===== src/rtl/flappy_pkg.sv =====
// Shared Flappy Bird constants: screen geometry, bird position, game FSM encoding.
// Pure definitions; no timing.
// Imported by every game block so geometry stays consistent across them.
package flappy_pkg;

   localparam int SCREEN_W = 640;
   localparam int SCREEN_H = 480;
   localparam int PIPE_W   = 52;
   localparam int BIRD_X   = 160;

   // Parked slots sit mid-screen vertically so the renderer never sees a wild value.
   localparam logic [9:0] GAP_RESET = 10'(SCREEN_H / 2);

   // Game FSM encoding, kept as plain constants for older tools.
   localparam logic [1:0] ST_IDLE   = 2'd0;
   localparam logic [1:0] ST_RUN    = 2'd1;
   localparam logic [1:0] ST_FROZEN = 2'd2;

   // Map a 9-bit random value onto 0..range; values above range wrap back down.
   function automatic logic [9:0] fold_gap(input logic [8:0] v, input int range);
      int vi;
      vi = int'(v);
      if (vi > range) begin
         vi = vi - range - 1;
      end
      return 10'(vi);
   endfunction

endpackage


===== src/rtl/pipe_scheduler_if.sv =====
// Pipe scheduler bus: frame/game control in, per-slot pipe state and scoring out.
// Purely wiring; all outputs behind it are registered in the scheduler.
// No backpressure: controls are pulses/levels, outputs are continuously valid.
interface pipe_scheduler_if #(
   parameter int NUM_PIPES = 3
);
   logic                     frame_tick;
   logic                     start;
   logic                     freeze;
   logic [NUM_PIPES*10-1:0]  pipe_x;
   logic [NUM_PIPES*10-1:0]  gap_y;
   logic [NUM_PIPES-1:0]     pipe_active;
   logic                     score_pulse;
   logic [9:0]               score;

   // Game controller / renderer side.
   modport master (
      output frame_tick, start, freeze,
      input  pipe_x, gap_y, pipe_active, score_pulse, score
   );

   // Scheduler side.
   modport slave (
      input  frame_tick, start, freeze,
      output pipe_x, gap_y, pipe_active, score_pulse, score
   );
endinterface


===== src/rtl/lfsr16.sv =====
// 16-bit Fibonacci LFSR (taps 16,14,13,11), free-running random source.
// Advances every clock; q is the registered state.
// No flow control; never reaches zero from a non-zero seed.
module lfsr16 #(
   parameter logic [15:0] SEED = 16'hACE1
) (
   input  logic        clk,
   input  logic        reset,
   output logic [15:0] q
);

   // Shift left, feeding back the XOR of the tap bits.
   always_ff @(posedge clk or posedge reset) begin
      if (reset) begin
         q <= SEED;
      end else begin
         q <= {q[14:0], q[15] ^ q[13] ^ q[12] ^ q[10]};
      end
   end

endmodule


===== src/rtl/pipe_scheduler.sv =====
// Spawns, scrolls, retires and scores Flappy Bird pipes in a fixed pool of slots.
// Latency: a frame_tick at cycle N is reflected on all outputs at cycle N+1.
// No backpressure: when every slot is busy the spawn is deferred and retried each tick.
module pipe_scheduler
   import flappy_pkg::*;
#(
   parameter int NUM_PIPES  = 3,
   parameter int SCREEN_W   = flappy_pkg::SCREEN_W,
   parameter int PIPE_W     = flappy_pkg::PIPE_W,
   parameter int SPEED      = 2,
   parameter int SPAWN_DIST = 220,
   parameter int GAP_MIN    = 80,
   parameter int GAP_RANGE  = 320,
   parameter int BIRD_X     = flappy_pkg::BIRD_X
) (
   input  logic            clk,
   input  logic            reset,
   pipe_scheduler_if.slave bus
);

   localparam int         CNT_W   = $clog2(SPAWN_DIST + SPEED + 1);
   localparam logic [9:0] X_SPAWN = 10'(SCREEN_W - 1);

   logic [1:0]           state_q;
   logic [CNT_W-1:0]     spawn_cnt;
   logic [CNT_W-1:0]     cnt_inc;
   logic                 spawn_due;
   logic                 tick_en;
   logic [9:0]           score_q;
   logic                 pulse_q;
   logic [15:0]          lfsr_q;
   logic [6:0]           lfsr_unused;
   logic [9:0]           gap_new;
   logic [NUM_PIPES-1:0] act_vec;
   logic [NUM_PIPES-1:0] spawn_oh;
   logic                 any_free;
   logic [NUM_PIPES-1:0] scored_w;
   logic [10:0]          n_scored;
   logic [10:0]          score_sum;
   logic [9:0]           score_next;

   lfsr16 #(.SEED(16'hACE1)) u_lfsr (
      .clk   (clk),
      .reset (reset),
      .q     (lfsr_q)
   );

   // Only the low 9 bits feed the gap; the rest are kept for other consumers of the generator.
   assign lfsr_unused = lfsr_q[15:9];
   assign gap_new     = 10'(GAP_MIN) + fold_gap(lfsr_q[8:0], GAP_RANGE);

   // start always wins, so a tick arriving with it is dropped rather than half-applied.
   assign tick_en   = (state_q == ST_RUN) && bus.frame_tick && !bus.start;
   assign cnt_inc   = spawn_cnt + CNT_W'(SPEED);
   assign spawn_due = cnt_inc >= CNT_W'(SPAWN_DIST);

   // Lowest-index free slot, judged on pre-tick occupancy (isolate lowest zero bit).
   assign spawn_oh = ~act_vec & (act_vec + NUM_PIPES'(1));
   assign any_free = |spawn_oh;

   for (genvar i = 0; i < NUM_PIPES; i++) begin : g_slot
      logic [9:0]  x_r;
      logic [9:0]  g_r;
      logic        act_r;
      logic        retire;
      logic [9:0]  moved_x;
      logic [10:0] old_edge;
      logic [10:0] new_edge;

      assign retire   = act_r && (x_r < 10'(SPEED));
      assign moved_x  = x_r - 10'(SPEED);
      assign old_edge = 11'(x_r) + 11'(PIPE_W);
      assign new_edge = 11'(moved_x) + 11'(PIPE_W);
      // The trailing edge crosses the bird line exactly once per pipe.
      assign scored_w[i] = act_r && !retire && (old_edge >= 11'(BIRD_X)) && (new_edge < 11'(BIRD_X));

      // Slot state: scroll/retire a live pipe, or take a new one when picked for spawn.
      always_ff @(posedge clk or posedge reset) begin
         if (reset) begin
            x_r   <= X_SPAWN;
            g_r   <= GAP_RESET;
            act_r <= 1'b0;
         end else if (bus.start) begin
            x_r   <= X_SPAWN;
            g_r   <= GAP_RESET;
            act_r <= 1'b0;
         end else if (tick_en) begin
            if (act_r) begin
               if (retire) begin
                  act_r <= 1'b0;
                  x_r   <= X_SPAWN;
               end else begin
                  x_r <= moved_x;
               end
            end else if (spawn_oh[i] && spawn_due) begin
               act_r <= 1'b1;
               x_r   <= X_SPAWN;
               g_r   <= gap_new;
            end
         end
      end

      assign act_vec[i]            = act_r;
      assign bus.pipe_x[10*i +: 10] = x_r;
      assign bus.gap_y[10*i +: 10]  = g_r;
   end

   // Count scoring slots this tick and saturate the running score.
   always_comb begin
      n_scored = '0;
      for (int i = 0; i < NUM_PIPES; i++) begin
         n_scored = n_scored + 11'(scored_w[i]);
      end
      score_sum  = 11'(score_q) + n_scored;
      score_next = (score_sum > 11'd1023) ? 10'd1023 : score_sum[9:0];
   end

   // Game FSM, spawn distance counter and score.
   always_ff @(posedge clk or posedge reset) begin
      if (reset) begin
         state_q   <= ST_IDLE;
         spawn_cnt <= CNT_W'(SPAWN_DIST);
         score_q   <= '0;
         pulse_q   <= 1'b0;
      end else begin
         pulse_q <= 1'b0;
         if (bus.start) begin
            state_q   <= ST_RUN;
            spawn_cnt <= CNT_W'(SPAWN_DIST);
            score_q   <= '0;
         end else begin
            case (state_q)
               ST_RUN: begin
                  if (tick_en) begin
                     score_q <= score_next;
                     pulse_q <= |scored_w;
                     if (spawn_due) begin
                        spawn_cnt <= any_free ? '0 : CNT_W'(SPAWN_DIST);
                     end else begin
                        spawn_cnt <= cnt_inc;
                     end
                  end
                  if (bus.freeze) begin
                     state_q <= ST_FROZEN;
                  end
               end
               ST_FROZEN: begin
                  if (!bus.freeze) begin
                     state_q <= ST_RUN;
                  end
               end
               ST_IDLE: begin
                  state_q <= ST_IDLE;
               end
               default: begin
                  state_q <= ST_IDLE;
               end
            endcase
         end
      end
   end

   assign bus.pipe_active = act_vec;
   assign bus.score       = score_q;
   assign bus.score_pulse = pulse_q;

endmodule

===== src/flat_wrapper.sv =====
// flat-port wrapper written by rule: the top's interface ports become plain ports
module pipe_scheduler_flat import flappy_pkg::*;
#(
   parameter int NUM_PIPES  = 3,
   parameter int SCREEN_W   = flappy_pkg::SCREEN_W,
   parameter int PIPE_W     = flappy_pkg::PIPE_W,
   parameter int SPEED      = 2,
   parameter int SPAWN_DIST = 220,
   parameter int GAP_MIN    = 80,
   parameter int GAP_RANGE  = 320,
   parameter int BIRD_X     = flappy_pkg::BIRD_X
)
  (clk, reset, bus_frame_tick, bus_start, bus_freeze, bus_pipe_x, bus_gap_y, bus_pipe_active, bus_score_pulse, bus_score);
  pipe_scheduler_if #(.NUM_PIPES(NUM_PIPES)) bus_i ();
  input  logic clk;
  input  logic reset;
  input wire logic [$bits(bus_i.frame_tick)-1:0] bus_frame_tick;
  input wire logic [$bits(bus_i.start)-1:0] bus_start;
  input wire logic [$bits(bus_i.freeze)-1:0] bus_freeze;
  output wire logic [$bits(bus_i.pipe_x)-1:0] bus_pipe_x;
  output wire logic [$bits(bus_i.gap_y)-1:0] bus_gap_y;
  output wire logic [$bits(bus_i.pipe_active)-1:0] bus_pipe_active;
  output wire logic [$bits(bus_i.score_pulse)-1:0] bus_score_pulse;
  output wire logic [$bits(bus_i.score)-1:0] bus_score;
  assign bus_i.frame_tick = bus_frame_tick;
  assign bus_i.start = bus_start;
  assign bus_i.freeze = bus_freeze;
  assign bus_pipe_x = bus_i.pipe_x;
  assign bus_gap_y = bus_i.gap_y;
  assign bus_pipe_active = bus_i.pipe_active;
  assign bus_score_pulse = bus_i.score_pulse;
  assign bus_score = bus_i.score;
  pipe_scheduler #(.NUM_PIPES(NUM_PIPES), .SCREEN_W(SCREEN_W), .PIPE_W(PIPE_W), .SPEED(SPEED), .SPAWN_DIST(SPAWN_DIST), .GAP_MIN(GAP_MIN), .GAP_RANGE(GAP_RANGE), .BIRD_X(BIRD_X)) u_core (.clk(clk), .reset(reset), .bus(bus_i));
endmodule

===== config.mk =====
export PLATFORM = sky130hd
export DESIGN_NAME = pipe_scheduler_flat
export DESIGN_NICKNAME = d
export VERILOG_FILES = /design/src/rtl/flappy_pkg.sv /design/src/rtl/pipe_scheduler_if.sv /design/src/rtl/lfsr16.sv /design/src/rtl/pipe_scheduler.sv /design/src/flat_wrapper.sv
export SDC_FILE = /design/constraint.sdc
export NUM_CORES = 1
export LEC_CHECK = 0
export CORE_MARGIN = 4
export CORE_UTILIZATION = 56
export DETAILED_ROUTE_END_ITERATION = 10
export PLACE_DENSITY = 0.91
export SLEW_MARGIN = 20
export SYNTH_ARGS = -nofsm -noshare
export SYNTH_HDL_FRONTEND = slang
export SYNTH_SLANG_ARGS = --single-unit

===== constraint.sdc =====
create_clock -name clk -period 6.9 [get_ports clk]
set_input_delay 0.69 -clock clk [delete_from_list [all_inputs] [get_ports clk]]
set_output_delay 0.69 -clock clk [all_outputs]
set_load 0.005 [all_outputs]

# Word level (Yosys, flattened, before mapping)
# Cells that the tools add are included.
# op_classes
n_reduce_logical	39
n_mux	59
eq_ne	7
n_bitwise	5
n_lt_le_gt_ge	12
addsub	17
# op_table
op	count
2-to-1 mux 10 bit	32
adder 10 x 6 -> 11 bit (second input constant)	6
2-to-1 mux 8 bit	5
subtractor 10 x 2 -> 10 bit (second input constant)	4
>= comparator 11 x 8 -> 1 bit (second input constant)	3
< comparator 11 x 8 -> 1 bit (second input constant)	3
< comparator 10 x 2 -> 1 bit (second input constant)	3
2-to-1 mux 1 bit	18
logical AND 1 bit	17
adder 10 x 11 -> 11 bit	1
adder 11 x 1 -> 11 bit	1
> comparator 11 x 10 -> 1 bit (second input constant)	1
adder 7 x 10 -> 10 bit (first input constant)	1
AND reduction 2 bit	5
nonzero test 2 bit	5
subtractor 9 x 9 -> 10 bit (second input constant)	1
> comparator 9 bit (second input constant)	1
AND reduction 3 bit	3
nonzero test 3 bit	3
adder 8 x 2 -> 8 bit (second input constant)	1
>= comparator 8 bit (second input constant)	1
2-to-1 mux 2 bit	3
!= test 2 bit (second input constant)	3
!= test 3 bit (second input constant)	2
other kinds (10)	16
# totals
word_cells	153
register_bits	100

# Depth between registers and ports, before layout
# depth
depth_word	14
mapped_depth	19
mapped_depth_nobuf	19

# Hierarchy
# Synthesis repeated with hierarchy kept, for this count alone.
# hier_totals
cells_unflattened	588
area_unflattened_um2	5575.3
# by_module_without_submodules
mod	area_each_um2	cells_per_inst	instances
pipe_scheduler	5134.9	568	1
lfsr16	440.4	20	1

# Worst setup path before layout
# No wires, ideal clock.
# synth_timing
path_kind	flip-flop to flip-flop
from	reg u_core.g_slot[1].x_r[2]
to	reg u_core.score_q[5] (netlist: u_core.bus.score[5])
path_buffers	0
slack_ns	2.816
required_ns	6.801
path_stages_with_launch	18
arrival_time_ns	3.984
path_cell_list	dfstp_2 inv_1 ha_1 nand2b_1 or4_1 nand2_1 or4b_1 a2111o_1 ha_1 inv_1 fa_1 inv_1 fa_1 nand3_1 nor2_1 nand4_1 nor2b_1 a311oi_1
# synth_via
elab_chain_len	14
elab_cells_between_ends	19
cone_classes	add/sub: 6; order compare: 4; mux: 4; reduce/logical: 5
# synth_lines
element	line	text
from (decl)	pipe_scheduler.sv:62	logic [9:0] x_r;
from (signal assigned)	pipe_scheduler.sv:93	x_r <= moved_x;
branches (longest 5 deep; another with adder 10 x 6 -> 11 bit)	-	
logical AND 1 bit *	pipe_scheduler.sv:75	assign scored_w[i] = act_r && !retire && (old_edge >= 11'(BIRD_X)) && (new_edge < 11'(BIRD_X));
adder 1 x 1 -> 2 bit *	pipe_scheduler.sv:112	n_scored = n_scored + 11'(scored_w[i]);
adder 11 x 1 -> 11 bit *	pipe_scheduler.sv:112	
adder 10 x 11 -> 11 bit *	pipe_scheduler.sv:114	score_sum = 11'(score_q) + n_scored;
> comparator 11 x 10 -> 1 bit	pipe_scheduler.sv:115	score_next = (score_sum > 11'd1023) ? 10'd1023 : score_sum[9:0];
2-to-1 mux 10 bit *	pipe_scheduler.sv:115	
2-to-1 mux 10 bit *	pipe_scheduler.sv:134	if (tick_en) begin
2-to-1 mux 10 bit *	pipe_scheduler.sv:132	case (state_q)
2-to-1 mux 10 bit *	pipe_scheduler.sv:127	if (bus.start) begin
to (signal assigned)	pipe_scheduler.sv:135	score_q <= score_next;
to (decl)	pipe_scheduler.sv:29	logic [9:0] score_q;
# Mark *: on every way between the ends. The select of a mux whose other input is x is not followed.
# A chain may end at the register's enable or synchronous reset.

# Final worst setup path
# layout_timing
from	reg u_core.g_slot[1].x_r[3]
to	reg u_core.score_q[5] (netlist: u_core.bus.score[5])
# Same word-level chain as after synthesis.

==> results.txt <==
Cts hold-fix bufs = 0
Cell with the most instances on the worst path = inv_1
YS warnings = 0
Number of global-route vias before repair = 5158
Routed wire per std cell = 19.03 um
Pwr/cell area = 221.2 nW/um^2
Post-Synthesis Net Count = 628
Async set or reset register ratio after synthesis = 1.000
Worst hold path class = register to register
Place WS = 2.269 ns
IO Pins = 79
Startpoint Class = register
Clk_lat worst skew = 0.39 ns
Largest net degree at the start of global routing = 72
Slew Limit Fails = 0
Tot Pwr = 0.001504 W
Top cells by area, synth = dfstp_2, dfrtp_1, nor2_1
Crit-path cells = inv_1, ha_1, a21boi_1, o21a_1, a21oi_1, o21ai_0, a21oi_1, a2111o_1, ha_1, inv_1, fa_1, inv_1, fa_1, nand3_1, nor2_1, nand4_1, nor2b_1, a311oi_1
Unrepaired setup endpoints after global routing = false
Row Count = 36
Synth Instances = 606
LEAKAGE = 2.747 nW
PnR worst setup slack = 2.196 ns
Post-synth EDFFs = 0
Global placement routability congestion = 0.9201
Syn-to-layout area delta = 17.59%
Total GRT Usage = 0.2675
Clock root cell = clkbuf_8
CTS tree = built
FMAX = 212.6 MHz
Post-Syn Area = 5783 sq um
Core area = 9910 sq um
Post-synth top cells = nor2_1, dfrtp_1, dfstp_2, a21oi_1, nand2_1
H-tree depth = 3
Clock Path Buffers = 2
Cell family with most CP delay = compound AO/OA/AOI/OAI gates
Max-cap viol count = 0
DR iter-0 viols = 433
Max incr delay on CP = 0.59 ns
Grt ovf = 0
Clk pin slew, worst setup/hold paths = 0.10 ns
Synth cell types = 90
Share of cells above drive strength 1 = 0.1493
Ys flop type = dfrtp_1
Post-CTS sizing = 0
Clock Sinks = 99
Buf/Inv on CP = 3
Period minus WS final = 4.704 ns
Via count = 5180
Register bit count reported by yosys = 99
DR vias/cell = 6.451
Slew headroom = 0.4239
CP max-delay cell = dfstp_2
VDD IR max = 0.0001603 V
Post-Route WL = 15.28 mm
Port buffer count = 78
Worst Tran Pin Value = 0.8642 ns
Detail Route Antenna Nets = 0
CTS buffer count = 9
Final Cycle Share = 0.6817
ANT cells = 0
Post-CTS Setup Inserts = 0
Starting Density = 0.5836
Die Width = 109.6 um
Clk_skew = 0.01123 ns
CP endpoint kind = register
Setup TNS = 0 ns
Cell taking the most area after synthesis = dfstp_2
Global-route wire length before repair = 25.34 mm
Synth top area share = 0.2226
Worst path required time = 7.19 ns
Top-count cell post-synth = nor2_1
DIE AREA = 12020 sq um
Run status = finished, final reports clean
WS Path Type = register to register
Detailed Place HPWL = 10.50 mm
First-pass iteration count of the detailed router = 5
Avg Cell Area, Syn = 9.543 sq um
Seq/Total Area, Yosys = 0.4390
Initial antenna violation count = 0
CP max FO = 9
Die height = 109.6 um
# setup viols final = 0
Worst endpoint data arrival time = 5.00 ns
DRC Markers = 0
Layout Nets = 687
Final hold violation count = 0
stage by stage:
step	util	area [sq um]	instances	hold slack [ns]
2_1_floorplan	-	5783	606	0.3330
5_1_grt	0.6862	6800	803	0.3798
3_3_place_gp	0.6662	6601	787	0.3374
4_1_cts	0.6862	6800	803	0.3673
3_5_place_dp	0.6662	6601	787	0.3446
6_report	0.6862	6800	803	0.3726
layer usage:
metal	global-route usage	vias to the layer above	part of all wire
li1	-	2363	-
met2	0.4298	252	0.49
met4	0.1158	0	0.027
met5	0	-	0
met1	0.3514	2519	0.41
met3	0.05520	46	0.073
layout by cell type (no fill, tap or decap), drive strengths merged, types with 7 or more instances in the layout:
cell type | Yosys | routed
o211ai | 7 | 7
dfrtp | 50 | 50
clkbuf | 22 | 11
ha | 15 | 15
nor4 | 7 | 7
nor2 | 60 | 60
mux2i | 9 | 9
nor3 | 31 | 31
a31oi | 18 | 18
nand2b | 7 | 7
nand2 | 39 | 39
nand3 | 22 | 22
mux2 | 7 | 7
clkdlybuf4s50 | 0 | 77
o21ai | 35 | 35
a21oi | 41 | 41
xnor2 | 7 | 7
nor2b | 8 | 8
dfstp | 49 | 49
inv | 26 | 27
o31ai | 11 | 11
registers in the layout, indices dropped and copies added (netlist names):
name,count
u_core.spawn_cnt,7
u_core.g_slot.act_r,3
u_core.g_slot.g_r,30
u_core.u_lfsr.q,16
u_core.bus.score_pulse,1
u_core.state_q,2
u_core.bus.score,10
u_core.g_slot.x_r,30
power breakdown:
group          internal [W]  switching [W]  total (W)
Combinational      0.000152       0.000282   0.000434
Clock              0.000179       0.000212   0.000392
Sequential         0.000632      0.0000467   0.000679
kinds of logic (layout without fill, tap and decap cells):
logic type	after synthesis	count (layout)	synth area share
AND/OR/NAND/NOR	214	214	0.1930
AO/OA/AOI/OAI	186	186	0.2348
flip-flops	99	99	0.4390
buffers and inverters	61	125	0.04500
adder cells (fa/ha/maj)	17	17	0.03938
multiplexers	16	16	0.02921
XOR/XNOR	13	13	0.01969
cell type report:
cell class | count | area [sq um]
Clock buffer | 11 | 141.4
Sequential cell | 99 | 2539
Timing Repair Buffer | 83 | 813.3
Fill cell | 733 | 3109
Inverter | 26 | 98.84
Multi-Input combinational cell | 446 | 2984
Clock inverter | 5 | 57.56
Tap cell | 133 | 166.4
worst paths after layout:
path	from	endpoint	slack, ns	depth (start not counted)
worst min-delay path	u_core.u_lfsr.q[14]	u_core.u_lfsr.q[15]	0.37	0
max in group asynchronous	reset	u_core.bus.score_pulse	5.02	3
worst min register to register	u_core.u_lfsr.q[14]	u_core.u_lfsr.q[15]	0.37	0
min in group asynchronous	reset	u_core.g_slot[1].x_r[7]	0.65	2
worst max-delay path	u_core.g_slot[1].x_r[3]	u_core.bus.score[5]	2.20	18
worst max register to register	u_core.g_slot[1].x_r[3]	u_core.bus.score[5]	2.20	18
Note: power is estimated with default switching activity, not from simulation.
